$ cat config.mk
export PLATFORM = sky130hd
export DESIGN_NAME = fib_sequence_counter_flat
export DESIGN_NICKNAME = d
export VERILOG_FILES = /design/src/rtl/fib_sequence_counter_pkg.sv /design/src/rtl/fib_sequence_counter_if.sv /design/src/rtl/fib_sequence_counter_step.sv /design/src/rtl/fib_sequence_counter.sv /design/src/flat_wrapper.sv
export SDC_FILE = /design/constraint.sdc
export NUM_CORES = 1
export LEC_CHECK = 0
export ABC_AREA = 1
export CAP_MARGIN = 20
export CORE_UTILIZATION = 55
export CTS_CLUSTER_SIZE = 40
export DETAILED_ROUTE_END_ITERATION = 12
export DONT_BUFFER_PORTS = 1
export PLACE_DENSITY = 0.68
export SLEW_MARGIN = 20
export SYNTH_ARGS = -nofsm -noshare
export SYNTH_HDL_FRONTEND = slang
export SYNTH_SLANG_ARGS = --single-unit
export TNS_END_PERCENT = 5
$ cat constraint.sdc
create_clock -name CLK -period 3.54 [get_ports CLK]
set_input_delay 0.708 -clock CLK [delete_from_list [all_inputs] [get_ports CLK]]
set_output_delay 0.708 -clock CLK [all_outputs]
set_load 0.02 [all_outputs]
$ cat src/rtl/fib_sequence_counter_pkg.sv
// rtl/fib_sequence_counter_pkg.sv - shared types and constants for the Fibonacci sequence counter
//
// Purpose: FSM state type and MODE encodings used by the counter, its
// interface users and the step helper.
package fib_sequence_counter_pkg;

    // RUN advances on EN; HALT is the one-shot parking state left only by CLR/reset.
    typedef enum logic {
        RUN  = 1'b0,
        HALT = 1'b1
    } fsm_state_t;

    localparam logic MODE_LOOP    = 1'b0;
    localparam logic MODE_ONESHOT = 1'b1;

endpackage

$ cat src/rtl/fib_sequence_counter_if.sv
// rtl/fib_sequence_counter_if.sv - control/status bundle of the Fibonacci sequence counter
//
// Purpose: groups the step controls and sequence outputs.
// Signals:
//   EN    advance one step per cycle while high
//   CLR   synchronous restart to seed, priority over EN
//   MODE  0 = loop, 1 = one-shot
//   O     current sequence value
//   IDX   steps since last seed load, saturating
//   WRAP  one-cycle pulse when a loop-mode wrap returns O to seed
//   DONE  high while halted in one-shot mode
interface fib_sequence_counter_if #(
    parameter int WIDTH = 4,
    parameter int IDX_W = 4
);
    logic             EN;
    logic             CLR;
    logic             MODE;
    logic [WIDTH-1:0] O;
    logic [IDX_W-1:0] IDX;
    logic             WRAP;
    logic             DONE;

    modport master (
        output EN, CLR, MODE,
        input  O, IDX, WRAP, DONE
    );

    modport slave (
        input  EN, CLR, MODE,
        output O, IDX, WRAP, DONE
    );
endinterface

$ cat src/rtl/fib_sequence_counter_step.sv
// rtl/fib_sequence_counter_step.sv - combinational next-value and terminal detection
//
// Purpose: computes prev+cur one bit wider than the state so an overflowing
// sum is still seen as exceeding LIMIT.
// Ports:
//   prev_i, cur_i  current pair of sequence values
//   next_o         low WIDTH bits of the sum
//   terminal_o     sum exceeds LIMIT
module fib_step #(
    parameter int          WIDTH = 4,
    parameter int unsigned LIMIT = (2**WIDTH) - 1
) (
    input  logic [WIDTH-1:0] prev_i,
    input  logic [WIDTH-1:0] cur_i,
    output logic [WIDTH-1:0] next_o,
    output logic             terminal_o
);
    localparam logic [WIDTH:0] LIMIT_W = (WIDTH+1)'(LIMIT);

    logic [WIDTH:0] sum;

    assign sum        = {1'b0, prev_i} + {1'b0, cur_i};
    assign next_o     = sum[WIDTH-1:0];
    assign terminal_o = (sum > LIMIT_W);
endmodule

$ cat src/rtl/fib_sequence_counter.sv
// rtl/fib_sequence_counter.sv - parametrised Fibonacci-style sequence counter
//
// Purpose: each enabled step outputs prev+cur; a step whose sum exceeds
// LIMIT either wraps to SEED (loop mode) or halts (one-shot mode).
// Ports:
//   CLK    rising-edge clock
//   RST_N  asynchronous active-low reset
//   bus    slave side of fib_sequence_counter_if (EN/CLR/MODE in, O/IDX/WRAP/DONE out)
module fib_sequence_counter
    import fib_sequence_counter_pkg::*;
#(
    parameter int          WIDTH = 4,
    parameter int unsigned LIMIT = (2**WIDTH) - 1,
    parameter int unsigned SEED  = 1,
    parameter int          IDX_W = 4
) (
    input  logic                  CLK,
    input  logic                  RST_N,
    fib_sequence_counter_if.slave bus
);
    // A zero seed would stick at zero forever; a seed above LIMIT never yields a legal value.
    if (WIDTH < 2 || SEED < 1 || SEED > LIMIT || LIMIT > (2**WIDTH) - 1) begin : g_param_check
        $error("fib_sequence_counter: illegal WIDTH/LIMIT/SEED combination");
    end

    localparam logic [WIDTH-1:0] SEED_W = WIDTH'(SEED);

    fsm_state_t       state_q, state_d;
    logic [WIDTH-1:0] prev_q, prev_d;
    logic [WIDTH-1:0] cur_q, cur_d;
    logic [IDX_W-1:0] idx_q, idx_d;
    logic             wrap_q, wrap_d;

    logic [WIDTH-1:0] next_val;
    logic             terminal;

    fib_step #(
        .WIDTH (WIDTH),
        .LIMIT (LIMIT)
    ) u_step (
        .prev_i     (prev_q),
        .cur_i      (cur_q),
        .next_o     (next_val),
        .terminal_o (terminal)
    );

    always_ff @(posedge CLK or negedge RST_N) begin
        if (!RST_N) begin
            state_q <= RUN;
            prev_q  <= SEED_W;
            cur_q   <= SEED_W;
            idx_q   <= '0;
            wrap_q  <= 1'b0;
        end else begin
            state_q <= state_d;
            prev_q  <= prev_d;
            cur_q   <= cur_d;
            idx_q   <= idx_d;
            wrap_q  <= wrap_d;
        end
    end

    // CLR beats everything; HALT and idle RUN fall through to the hold defaults.
    always_comb begin
        state_d = state_q;
        prev_d  = prev_q;
        cur_d   = cur_q;
        idx_d   = idx_q;
        wrap_d  = 1'b0;

        if (bus.CLR) begin
            state_d = RUN;
            prev_d  = SEED_W;
            cur_d   = SEED_W;
            idx_d   = '0;
        end else if (state_q == RUN && bus.EN) begin
            if (!terminal) begin
                prev_d = cur_q;
                cur_d  = next_val;
                if (idx_q != '1) begin
                    idx_d = idx_q + 1'b1;
                end
            end else if (bus.MODE == MODE_LOOP) begin
                prev_d = SEED_W;
                cur_d  = SEED_W;
                idx_d  = '0;
                wrap_d = 1'b1;
            end else begin
                // One-shot: O keeps the last legal value.
                state_d = HALT;
            end
        end
    end

    assign bus.O    = cur_q;
    assign bus.IDX  = idx_q;
    assign bus.WRAP = wrap_q;
    assign bus.DONE = (state_q == HALT);
endmodule

$ cat src/flat_wrapper.sv
// flat-port wrapper written by rule: the top's interface ports become plain ports
module fib_sequence_counter_flat import fib_sequence_counter_pkg::*;
#(
    parameter int          WIDTH = 4,
    parameter int unsigned LIMIT = (2**WIDTH) - 1,
    parameter int unsigned SEED  = 1,
    parameter int          IDX_W = 4
)
  (CLK, RST_N, bus_EN, bus_CLR, bus_MODE, bus_O, bus_IDX, bus_WRAP, bus_DONE);
  fib_sequence_counter_if #(.WIDTH(WIDTH), .IDX_W(IDX_W)) bus_i ();
  input  logic CLK;
  input  logic RST_N;
  input wire logic [$bits(bus_i.EN)-1:0] bus_EN;
  input wire logic [$bits(bus_i.CLR)-1:0] bus_CLR;
  input wire logic [$bits(bus_i.MODE)-1:0] bus_MODE;
  output wire logic [$bits(bus_i.O)-1:0] bus_O;
  output wire logic [$bits(bus_i.IDX)-1:0] bus_IDX;
  output wire logic [$bits(bus_i.WRAP)-1:0] bus_WRAP;
  output wire logic [$bits(bus_i.DONE)-1:0] bus_DONE;
  assign bus_i.EN = bus_EN;
  assign bus_i.CLR = bus_CLR;
  assign bus_i.MODE = bus_MODE;
  assign bus_O = bus_i.O;
  assign bus_IDX = bus_i.IDX;
  assign bus_WRAP = bus_i.WRAP;
  assign bus_DONE = bus_i.DONE;
  fib_sequence_counter #(.WIDTH(WIDTH), .LIMIT(LIMIT), .SEED(SEED), .IDX_W(IDX_W)) u_core (.CLK(CLK), .RST_N(RST_N), .bus(bus_i));
endmodule
==> results of run 1 <==
==> power groups by stage <==
stage	registers [mW]	logic [mW]	clock network, mW
3_3_place_gp	0.286	0.183	0
2_1_floorplan	0.276	0.163	0
3_5_place_dp	0.287	0.185	0
5_1_grt	0.292	0.214	0.0944
6_report	0.283	0.184	0.0881
4_1_cts	0.283	0.187	0.0917
==> synthesized netlist by cell type (all sizes together) <==
cell type / instances
nor3: 3
nand2: 37
fa: 1
nor2: 13
dfrtp: 12
ha: 5
buf: 1
xnor2: 2
a21oi: 2
inv: 10
dfstp: 2
o21ai: 7
nand3: 9
nand4: 2
==> area by class of cell <==
class                      instances  area, sq um
inverter                          10         37.5
sequential                        14          353
clock buffer                       3         22.5
tap                               15         18.8
fill                             131          497
multi-input combinational         81          438
==> path summary, 6_finish.rpt <==
check / slack [ns] / cells after the start / to
max in group asynchronous: 3.25 / 0 / u_core.prev_q[0]$_DFFE_PN1P_
max reg2reg: 1.59 / 9 / u_core.bus.IDX[2]$_DFFE_PN0P_
min: 0.12 / 0 / u_core.bus.WRAP$_DFF_PN0_
max: 1.59 / 9 / u_core.bus.IDX[2]$_DFFE_PN0P_
min reg2reg: 0.50 / 2 / u_core.prev_q[0]$_DFFE_PN1P_
min in group CLK: 0.48 / 1 / u_core.bus.DONE$_DFFE_PN0P_
==> routing by layer <==
layer	track usage, %	up-vias
met3	4.89	4
met5	0	-
met1	30.0	306
met4	12.1	0
li1	-	344
met2	30.5	18
==> stage by stage <==
stage          instance area [sq um]  setup WS, ns
2_1_floorplan                    848          1.74
3_3_place_gp                     847          1.65
3_5_place_dp                     847          1.61
4_1_cts                          870          1.59
5_1_grt                          870          1.45
6_report                         870          1.59
==> cell families (layout without fill, tap and decap cells) <==
logic type	after synthesis	count (layout)	share of synthesized area, %
AOI/OAI and AO/OA	9	9	6.19
xor gates and xnor gates	2	2	2.07
adders and majority gates	6	6	9.73
DFF	14	14	41.6
buffers and inverters	11	13	6.78
and+or+nand+nor	64	64	33.6
==> state kept, by name, summed over array words and instances, names as in the netlist <==
| signal | count |
|---|---|
| u_core.bus.IDX | 4 |
| u_core.prev_q | 4 |
| u_core.bus.WRAP | 1 |
| u_core.bus.DONE | 1 |
| u_core.bus.O | 4 |
==> cells in the final DEF (no fill, tap or decap) <==
cell	synthesis	layout
sky130_fd_sc_hd__o21ai_0	3	3
sky130_fd_sc_hd__inv_1	9	9
sky130_fd_sc_hd__nand2_1	35	35
sky130_fd_sc_hd__nand3_2	1	1
sky130_fd_sc_hd__nor2_2	4	4
sky130_fd_sc_hd__nor2_1	9	9
sky130_fd_sc_hd__nand3_1	8	8
sky130_fd_sc_hd__inv_2	1	1
sky130_fd_sc_hd__dfrtp_1	12	12
sky130_fd_sc_hd__nor3_1	3	3
sky130_fd_sc_hd__o21ai_1	2	2
sky130_fd_sc_hd__clkbuf_4	0	3
sky130_fd_sc_hd__dfstp_2	2	2
sky130_fd_sc_hd__nand2_2	1	1
sky130_fd_sc_hd__nand4_1	2	2
sky130_fd_sc_hd__ha_1	5	5
sky130_fd_sc_hd__o21ai_2	2	2
sky130_fd_sc_hd__xnor2_1	2	2
sky130_fd_sc_hd__fa_1	1	1
sky130_fd_sc_hd__nand2_4	1	1
sky130_fd_sc_hd__a21oi_1	2	2
==> worst max-delay path: stages, from the launching register on <==
cell and delay, ns:
sky130_fd_sc_hd__dfstp_2 0.42, sky130_fd_sc_hd__ha_1 0.24, sky130_fd_sc_hd__fa_1 0.44, sky130_fd_sc_hd__nand3_1 0.12, sky130_fd_sc_hd__nand3_2 0.10, sky130_fd_sc_hd__nand2_2 0.12
sky130_fd_sc_hd__nand2_4 0.13, sky130_fd_sc_hd__nor2_2 0.18, sky130_fd_sc_hd__nand2_1 0.08, sky130_fd_sc_hd__nand2_1 0.06
==> metrics list, run 1 <==
* Worst R2R Start: u_core.bus.O[0]$_DFFE_PN1P_
- The average instance in the mapped netlist occupies approximately 8.0 sq um.
- Post-CTS setup-driven buffer insertion count: 0
* Measured slew at the worst slew-check pin: ~0.36 ns
* Number of routed nets with antenna violations: 0
* Count of TritonRoute iterations in the first routing pass: 4
- Clock root cell: sky130_fd_sc_hd__clkbuf_4
- Final Routed Wirelength: between 1000 and 1500 microns
- Vias after detailed routing: 672
* Placed wire-length estimate: between 1000 and 1500 microns
- Worst hold slack after final layout: approximately 0.12 ns
* Tightest Hold Check Type: primary input to async pin
* Total placed cells including tap cells: 120
- Synthesis instantiated 21 different standard cells from the library.
* Achievable Freq: slightly above 500 MHz
- Crit path launch: u_core.bus.O[0]$_DFFE_PN1P_
- Time the worst path needs with I/O delays and setup: just under 2 ns
- Maximum vdd ir drop: between 300 and 400 uV
* Routed met1 length: between 700 and 800 microns
* Share of total power in combinational logic: 33.2%
- Cell Pwr Density: around 640 nW/um^2
- The number of antenna diodes in the final layout is 0.
- The worst setup path is captured at a flip-flop.
* Net total in the final layout: roughly 120
* Area of the mapped netlist: 848 sq um
- Result of the run: finished clean
- Share of power burned in registers: 51.0%
- Vias in the first global route: around 550
- Final routed DRC violation total: 0
* Clk slew on worst S/H paths: roughly 0.08 ns
- TritonCTS built the clock tree.
* Cts bufs inserted: 3
* Number of buffers inserted by port buffering: 0
- Worst Path Max Fanout: 16
- In the routed layout, each cell is associated on average with a via count of between 5 and 6.
* Total Routing Usage GR: between 20% and 30%
* RePlAce Congestion: roughly 0.77
- For this run, the register share of the synthesized area comes to 41.6%.
- Share of power burned in the clock network: 15.9%
* Max Buffers Root-to-Sink: 2
- Worst slew margin: 75.9%
* Wire length of the first global-routing pass: about 2300 microns
- The core region is roughly 1400 sq um.
- Final cell count without fillers: 123
* Final period util: 55.2%
* Syn nets: between 100 and 150
- Initial antenna violation count: 0
* Hold Fails Final Rpt: 0
* Sink Count: 14
- Number of max-capacitance violations reported: 0
- The critical path is of the flip-flop to flip-flop type.
- Yosys attributes the largest share of cell area to sky130_fd_sc_hd__dfrtp_1 35%, sky130_fd_sc_hd__nand2_1 15%, sky130_fd_sc_hd__ha_1 7.4%.
* Slew Limit Fails: 0
- Initial DRC Count: 13
* Worst Skew: 0.00718 ns
* Total grt overflow: 0
- Relative to the synthesized area, the layout overhead comes to 2.51%.
- Setup violations remaining at the end of the flow were counted as 0.
- Switching power share of the total: a little over two fifths
* Required time at the endpoint of the critical path: 3.76 ns
- P_leak: roughly 0.44 nW
* Number of hold buffers added after CTS: 0
- Highest layer used for signal routing: met4
* Critical Path AT: about 2.2 ns
- Tot Pwr: around 0.56 mW
* Number of instances in the synthesized netlist: approximately 110
* Effective utilization at floorplan: 62.1%
- Number of levels in the clock H-tree: 1
- Setup repair after global routing missed its margin: no
- Routed length per placed instance: 12.1 microns
* Met2 wire len: between 600 and 700 microns
- The floorplan step defined a die boundary enclosing 1700 sq um.
- Width of the die: around 41 microns
- Power Internal: 0.323 mW
- The analysis attributes to net switching a power of about 0.23 mW.
* # rows: 13
- Portion of synthesized cell area occupied by the leading cell type: 35.4%
* Clk_lat worst skew: around 0.27 ns
- Cells with a size suffix above 1 make up between 10% and 20% of the layout.
* Seq cells post-synth: 14
* Resize count post-CTS: 0
* Startpoint kind of the worst setup timing path: flip-flop
- Number of top-level pins: 15
- After detailed routing, the met3 layer carries 57 microns of wire.
* End-of-flow core utilization: around 64%
* Die Y: between 40 and 50 microns
- The Yosys step of the flow raised 0 warnings.
* Maximum number of pins on one net before global-route repair: 17
* Final total negative setup slack: 0 ns
* Top cell type by total area after synthesis: sky130_fd_sc_hd__dfrtp_1
(Power assumes the default switching activity.)
==> run 2, diff against run 1 <==
Settings changed: CORE_UTILIZATION 55 to 54, PLACE_DENSITY 0.68 to 0.7.
Clock period 3.54 ns to 1.78 ns, I/O delays scaled along.
==> metrics list, run 2 (synthesized netlist as in run 1, its figures left out) <==
* # rows: 13 (unchanged)
- Share of power burned in the clock network: 14.0% (was 15.9%)
* Measured slew at the worst slew-check pin: 0.608 ns (was 0.361 ns)
- The remaining antenna violation count after routing is 0 (unchanged).
* Clock tree from TritonCTS: built (unchanged)
- The worst vdd rail ir drop is 872 uV (was 366 uV).
* Number of buffers inserted by port buffering: 0 (unchanged)
* Placed wire-length estimate: 1120 microns (about the same)
* Routed length per placed instance: 14.3 microns (was 12.1 microns)
- Final period util: 97.9% (was 55.2%)
- Multi-input logic area: 503 sq um (was 438 sq um)
- Die area: 1730 sq um (was 1700 sq um)
- Number of max-capacitance violations reported: 0 (unchanged)
- The worst-case clock buffer depth was 2 (unchanged).
- The number of nets at the end of the flow came to 134 (was 121).
* Cts bufs inserted: 3 (unchanged)
- The longest individual stage delay on the worst path is 0.41 ns (was 0.44 ns).
- The headroom to the max-slew limit was 59.4% (was 75.9%).
- Worst Skew: 0.00150 ns (was 0.00718 ns)
* Slew Limit Fails: 0 (unchanged)
- Final total negative setup slack: 0 ns (unchanged)
* Type of element capturing the critical path: flip-flop (unchanged)
- The number of vias after detailed routing was 781 (was 672).
- The worst slack at placement came to -0.00350 ns (was 1.61 ns).
* Core region area: 1380 sq um (was 1370 sq um)
* Setup-failing EPs final: 0 (unchanged)
- The number of global-route vias before repair is 601 (was 548).
- Switching power share of the total: 43.4% (was 41.9%)
* Register-to-register path setup slack: 0.04 ns (was 1.59 ns)
- The total leakage power came to 0.530 nW (was 0.444 nW).
- Maximum number of pins on one net before global-route repair: 17 (unchanged)
* Most common cell after layout, fill and taps aside: sky130_fd_sc_hd__nand2_1 (unchanged)
* Count of TritonRoute iterations in the first routing pass: 4 (unchanged)
- Final routed DRC violation total: 0 (unchanged)
* Post-placement cell area: 887 sq um (was 847 sq um)
- Critical Path AT: 1.97 ns (was 2.17 ns)
- Vias per cell: 5.74 (was 5.46)
* Kind of cell with the highest combined delay on the critical path: simple AND/OR/NAND/NOR gates (unchanged)
* Design Area, Final: 1030 sq um (was 870 sq um)
- The number of clock sinks seen by CTS is 14 (unchanged).
- The fraction of power consumed by sequential logic is 38.7% (was 51.0%).
* Total grt overflow: 0 (unchanged)
- Tightest Hold Check Type: primary input to flip-flop (was primary input to async pin)
- Series of cell instances along the critical path: ha_4 > fa_2 > nand3_2 > nand3_4 > nand2_4 > nand2_8 > nor2_4 > nand2_1 > nand2_1 (was ha_1 > fa_1 > nand3_1 > nand3_2 > nand2_2 > nand2_4 > nor2_2 > nand2_1 > nand2_1).
- Tot Pwr: 1.31 mW (was 0.556 mW)
* Worst Path Max Fanout: 8 (was 16)
- The final weighted congestion in routability-driven placement is 0.739 (was 0.767).
- Fillers: 96 (was 131)
- The type of origin of the critical path is a flip-flop (unchanged).
- Number of levels in the clock H-tree: 1 (unchanged)
- Width of the die: 41.6 microns (was 41.3 microns)
- Number of top-level pins: 15 (unchanged)
- The category of the most critical setup path is flip-flop to flip-flop (unchanged).
- The internal power consumption is 0.745 mW (was 0.323 mW).
- The area growth from synthesis to layout came to 21.1% (was 2.51%).
* Hold Fails Final Rpt: 0 (unchanged)
- Worst path most repeated cell: sky130_fd_sc_hd__nand2_1 (unchanged)
* Net load switching power: 0.570 mW (was 0.233 mW)
- The total length of routed wires came to 1940 microns (was 1480 microns).
- Result of the run: finished clean (unchanged).
- Fraction of layout cells with a size suffix above 1: 26.4% (was 13.9%)
* End-of-flow core utilization: 74.3% (was 63.6%)
- Wire length of the first global-routing pass: 2540 microns (was 2330 microns)
- The starting density of the core is 61.4% (was 62.1%).
- Clk slew on worst S/H paths: 0.08 ns (about the same)
- Setup repair after global routing missed its margin: yes (was no).
* Time the worst path needs with I/O delays and setup: 1.74 ns (was 1.95 ns)
* Initial DRC Count: 15 (was 13)
- The cell with the largest stage delay on the worst path is sky130_fd_sc_hd__fa_2 (was sky130_fd_sc_hd__fa_1).
- The required time of the worst setup path was 2.01 ns (was 3.76 ns).
- Cell Pwr Density: 1280 nW/um^2 (was 639 nW/um^2)
- The storage element area came to 353 sq um (unchanged).
* Achievable Freq: 574 MHz (was 512 MHz)
- Most used cells in the layout excluding fill and tap cells: 34 x sky130_fd_sc_hd__nand2_1, 12 x sky130_fd_sc_hd__dfrtp_1, 11 x sky130_fd_sc_hd__buf_4 (was 35 x sky130_fd_sc_hd__nand2_1, 12 x sky130_fd_sc_hd__dfrtp_1, 9 x sky130_fd_sc_hd__inv_1, 9 x sky130_fd_sc_hd__nor2_1, 8 x sky130_fd_sc_hd__nand3_1)
- Final critical-path setup slack: 0.0372 ns (was 1.59 ns)
* Number of diodes added for antenna fixing: 0 (unchanged)
- The buffers plus inverters on the worst setup path is 0 (unchanged).
- The number of antenna violations at the first check in global routing is 0 (unchanged).
* Total Routing Usage GR: 19.2% (was 21.6%)
- The source-to-sink clock delay at the later pin of the worst-skew pair is 0.28 ns (was 0.27 ns).
* Share of total power in combinational logic: 47.3% (was 33.2%)
* Die Y: 41.6 microns (was 41.3 microns)
- The root buffer cell is sky130_fd_sc_hd__clkbuf_4 (unchanged).
## run 2: changes by cell type in the layout (fill, tap and decap cells not counted), sizes merged
| cell | previous run | this run |
|---|---|---|
| buf | 0 | 11 |
| nand2 | 37 | 38 |
| dlygate4sd3 | 0 | 1 |
## run 2: power by group through the flow
stage	registers, mW	clock network (mW)	logic, mW
after floorplan	0.549	0	0.327
after global placement	0.506	0	0.489
after detailed placement	0.509	0	0.494
after CTS	0.502	0.180	0.510
after global routing	0.519	0.187	0.680
final	0.509	0.184	0.622
## run 2: area by class of cell
class,instances,area share (%)
sequential,14,34.3
tap,15,1.83
clock buffer,3,2.19
inverter,10,3.65
multi-input combinational,82,49.0
timing repair buffer,12,9.01
## run 2: stage by stage
stage               std cells  hold WS, ns
finish                    136        0.121
global route              136        0.133
CTS                       129        0.125
detailed placement        125       0.0607
global placement          125       0.0607
floorplan                 106       0.0604
## run 2: timing repair
action,CTS,global route
pin swaps,0,3
cloned,0,1
gates resized for setup,1,8
endpoints found under the hold margin,14,0
hold buffers,1,0
buffers inserted,0,6
endpoints found under the setup margin,4,13
## run 2: worst paths after layout
path | to | depth (start not counted) | startpoint
max | u_core.bus.IDX[0]$_DFFE_PN0P_ | 9 | u_core.bus.O[0]$_DFFE_PN1P_
min | u_core.bus.DONE$_DFFE_PN0P_ | 1 | bus_CLR
min in group asynchronous | u_core.bus.O[2]$_DFFE_PN0P_ | 1 | RST_N
max reg2reg | u_core.bus.IDX[0]$_DFFE_PN0P_ | 9 | u_core.bus.O[0]$_DFFE_PN1P_
max in group asynchronous | u_core.bus.IDX[1]$_DFFE_PN0P_ | 1 | RST_N
min reg2reg | u_core.prev_q[3]$_DFFE_PN0P_ | 2 | u_core.prev_q[3]$_DFFE_PN0P_
## run 2: routing by layer
metal / track usage (%) / wire, microns / vias up
met5: 0 / 0 / -
met4: 9.68 / 40 / 0
met3: 3.48 / 114 / 5
met2: 29.1 / 978 / 31
met1: 26.1 / 805 / 371
li1: - / - / 374
==> run 3, diff against run 2 <==
Settings changed: ABC_CLOCK_PERIOD_IN_PS set to 1780, SETUP_SLACK_MARGIN set to 0.15.
==> metrics list, run 3 (synthesized netlist as in run 1, its figures left out) <==
- The cell count after placement was 124 (was 125).
* Vias in the first global route: 737 (was 601)
* Power Internal: 0.776 mW (was 0.745 mW)
- Startpoint kind of the worst setup timing path: flip-flop (unchanged)
- The source-to-sink clock delay at the later pin of the worst-skew pair is 0.27 ns (was 0.28 ns).
* Share of power burned in registers: 38.9% (was 38.7%)
- The routing usage on met1 is 25.6% (was 26.1%).
* Slew Limit Fails: 0 (unchanged)
- Number of routed nets with antenna violations: 0 (unchanged)
- The final setup violation count is 0 (unchanged).
- The core utilization of the finished layout is 74.1% (was 74.3%).
* Worst Skew: 0.00305 ns (was 0.00150 ns)
- Clock tree from TritonCTS: built (unchanged)
- The starting density of the core is 61.4% (unchanged).
- The total die area came to 1730 sq um (unchanged).
- The number of diodes added for antenna fixing came to 0 (unchanged).
- The most numerous cell on the critical path was sky130_fd_sc_hd__nand2_1 (unchanged).
- The remaining global-route overflow came to 0 (unchanged).
* Sink Count: 14 (unchanged)
* RePlAce Congestion: 0.786 (was 0.739)
- The category of the most critical setup path was flip-flop to flip-flop (unchanged).
* Wire length of the first global-routing pass: 3020 microns (was 2540 microns)
* Type of element capturing the critical path: flip-flop (unchanged)
- Switching power share of the total: 40.8% (was 43.4%)
* Net total in the final layout: 128 (was 134)
* Maximum number of pins on one net before global-route repair: 15 (was 17)
* Die Y: 41.6 microns (unchanged)
* Worst Path Max Fanout: 4 (was 8)
- Most used cells in the layout excluding fill and tap cells: 33 x sky130_fd_sc_hd__nand2_1, 12 x sky130_fd_sc_hd__dfrtp_1, 9 x sky130_fd_sc_hd__inv_1 (was 34 x sky130_fd_sc_hd__nand2_1, 12 x sky130_fd_sc_hd__dfrtp_1, 11 x sky130_fd_sc_hd__buf_4)
- The headroom to the max-slew limit came to 57.1% (was 59.4%).
* Initial DRC Count: 16 (was 15)
* Final Routed Wirelength: 1770 microns (was 1940 microns)
- Core region area: 1380 sq um (unchanged)
- Final total negative setup slack: 0 ns (unchanged)
* P_leak: 0.501 nW (was 0.530 nW)
* Width of the die: 41.6 microns (unchanged)
- Fraction of layout cells with a size suffix above 1: 26.7% (was 26.4%)
* Maximum vdd ir drop: 820 uV (was 872 uV)
* Final routed DRC violation total: 0 (unchanged)
- Most common cell after layout, fill and taps aside: sky130_fd_sc_hd__nand2_1 (unchanged)
- The final count of hold timing violations came to 0 (unchanged).
- Result of the run: finished clean (unchanged)
* Biggest cell delay along the critical path: 0.39 ns (was 0.41 ns)
* Vias per cell: 5.75 (was 5.74)
- The max capacitance violation total is 0 (unchanged).
- The number of antenna violations at the first check in global routing was 0 (unchanged).
- The global routing met2 resource utilization came to 36.9% (was 29.1%).
- The root buffer cell was sky130_fd_sc_hd__clkbuf_4 (unchanged).
* Number of levels in the clock H-tree: 1 (unchanged)
- The clock transition at the registers of the reported paths came to 0.08 ns (about the same).
* Time the worst path needs with I/O delays and setup: 1.65 ns (was 1.74 ns)
* Vias after detailed routing: 753 (was 781)
- The proportion of power drawn by combinational gates was 44.5% (was 47.3%).
- The number of cells in the finished layout apart from fillers came to 131 (was 136).
* Share of power burned in the clock network: 16.6% (was 14.0%)
- The post-route clock period utilization was 92.9% (was 97.9%).
- The total clock buffers created by CTS came to 3 (unchanged).
* Number of buffers inserted by port buffering: 0 (unchanged)
- Setup repair after global routing missed its margin: yes (unchanged)
- Routed length per placed instance: 13.5 microns (was 14.3 microns)
* # rows: 13 (unchanged)
- Net load switching power: 0.534 mW (was 0.570 mW)
- Met3 global-route usage: 11.3% (was 3.48%)
- Cell Pwr Density: 1280 nW/um^2 (about the same)
* Number of top-level pins: 15 (unchanged)
* Worst hold slack after final layout: 0.136 ns (was 0.121 ns)
- Measured slew at the worst slew-check pin: 0.641 ns (was 0.608 ns)
* Standard cell with the maximum stage delay on the critical path: sky130_fd_sc_hd__dfstp_2 (was sky130_fd_sc_hd__fa_2)
- The total power is 1.31 mW (about the same).
* Count of TritonRoute iterations in the first routing pass: 4 (unchanged)
* Critical Path AT: 1.82 ns (was 1.97 ns)
- Required time at the endpoint of the critical path: 1.95 ns (was 2.01 ns)
- The area growth from synthesis to layout is 20.8% (was 21.1%).
- Series of cell instances along the critical path: ha_4 > fa_2 > inv_1 > nor2_2 > nor2_2 > nand2_1 > inv_1 > nor2_4 > nand2_1 > nand2_1 (was ha_4 > fa_2 > nand3_2 > nand3_4 > nand2_4 > nand2_8 > nor2_4 > nand2_1 > nand2_1)
- Total Routing Usage GR: 22.8% (was 19.2%)
- Most utilized layer in the global route result: met2 (unchanged)
- Achievable Freq: 605 MHz (was 574 MHz)
* Placed wire-length estimate: 1260 microns (was 1120 microns)
- Max Buffers Root-to-Sink: 2 (unchanged)
- The classification of the worst-slack hold path is primary input to flip-flop (unchanged).
-- run 3: final timing paths --
check | cells past startpoint | endpoint | slack (ns) | from
setup / recovery | 10 | u_core.bus.IDX[3]$_DFFE_PN0P_ | 0.13 | u_core.prev_q[0]$_DFFE_PN1P_
hold / removal | 1 | u_core.bus.DONE$_DFFE_PN0P_ | 0.14 | bus_CLR
setup reg to reg | 10 | u_core.bus.IDX[3]$_DFFE_PN0P_ | 0.13 | u_core.prev_q[0]$_DFFE_PN1P_
hold reg to reg | 2 | u_core.prev_q[2]$_DFFE_PN0P_ | 0.52 | u_core.prev_q[2]$_DFFE_PN0P_
max in group asynchronous | 1 | u_core.bus.IDX[2]$_DFFE_PN0P_ | 0.83 | RST_N
min in group asynchronous | 1 | u_core.bus.O[2]$_DFFE_PN0P_ | 0.54 | RST_N
-- run 3: timing repair --
item	CTS	global route
pin swaps	3	1
cloned	1	0
setup endpoints to repair	13	13
gates resized for setup	6	5
hold buffers	1	0
endpoints found under the hold margin	14	0
buffers inserted	1	0
-- run 3: cell type report --
type | count | area, sq um
Clock buffer | 4 | 36.3
Timing Repair Buffer | 6 | 47.5
Sequential cell | 14 | 353
Tap cell | 15 | 18.8
Inverter | 10 | 37.5
Multi-Input combinational cell | 82 | 532
Fill cell | 95 | 358
-- run 3: stage by stage --
stage	instance area, sq um	setup WS [ns]
2_1_floorplan	876	0.110
3_3_place_gp	905	0.00874
3_5_place_dp	905	-0.00810
4_1_cts	1000	0.109
5_1_grt	1020	0.0358
6_report	1020	0.126
-- run 3: power groups by stage --
stage	sequential (mW)	combinational (mW)	clock (mW)
final	0.509	0.583	0.218
after global routing	0.522	0.652	0.243
after CTS	0.509	0.576	0.227
after detailed placement	0.515	0.532	0
after global placement	0.512	0.518	0
after floorplan	0.557	0.361	0
-- run 3: critical path: cells and delay by family (launching register included) --
kind                     cells  cell delay [ns]
adder cells (fa/ha/maj)      2             0.51
buffers and inverters        2             0.19
flip-flops                   1             0.39
AND/OR/NAND/NOR              6             0.46
-- run 3: per-layer routing --
layer,up-vias,share of wire (%)
met5,-,0
met4,0,1.2
met3,2,5.1
met2,25,50
met1,363,44
li1,363,-
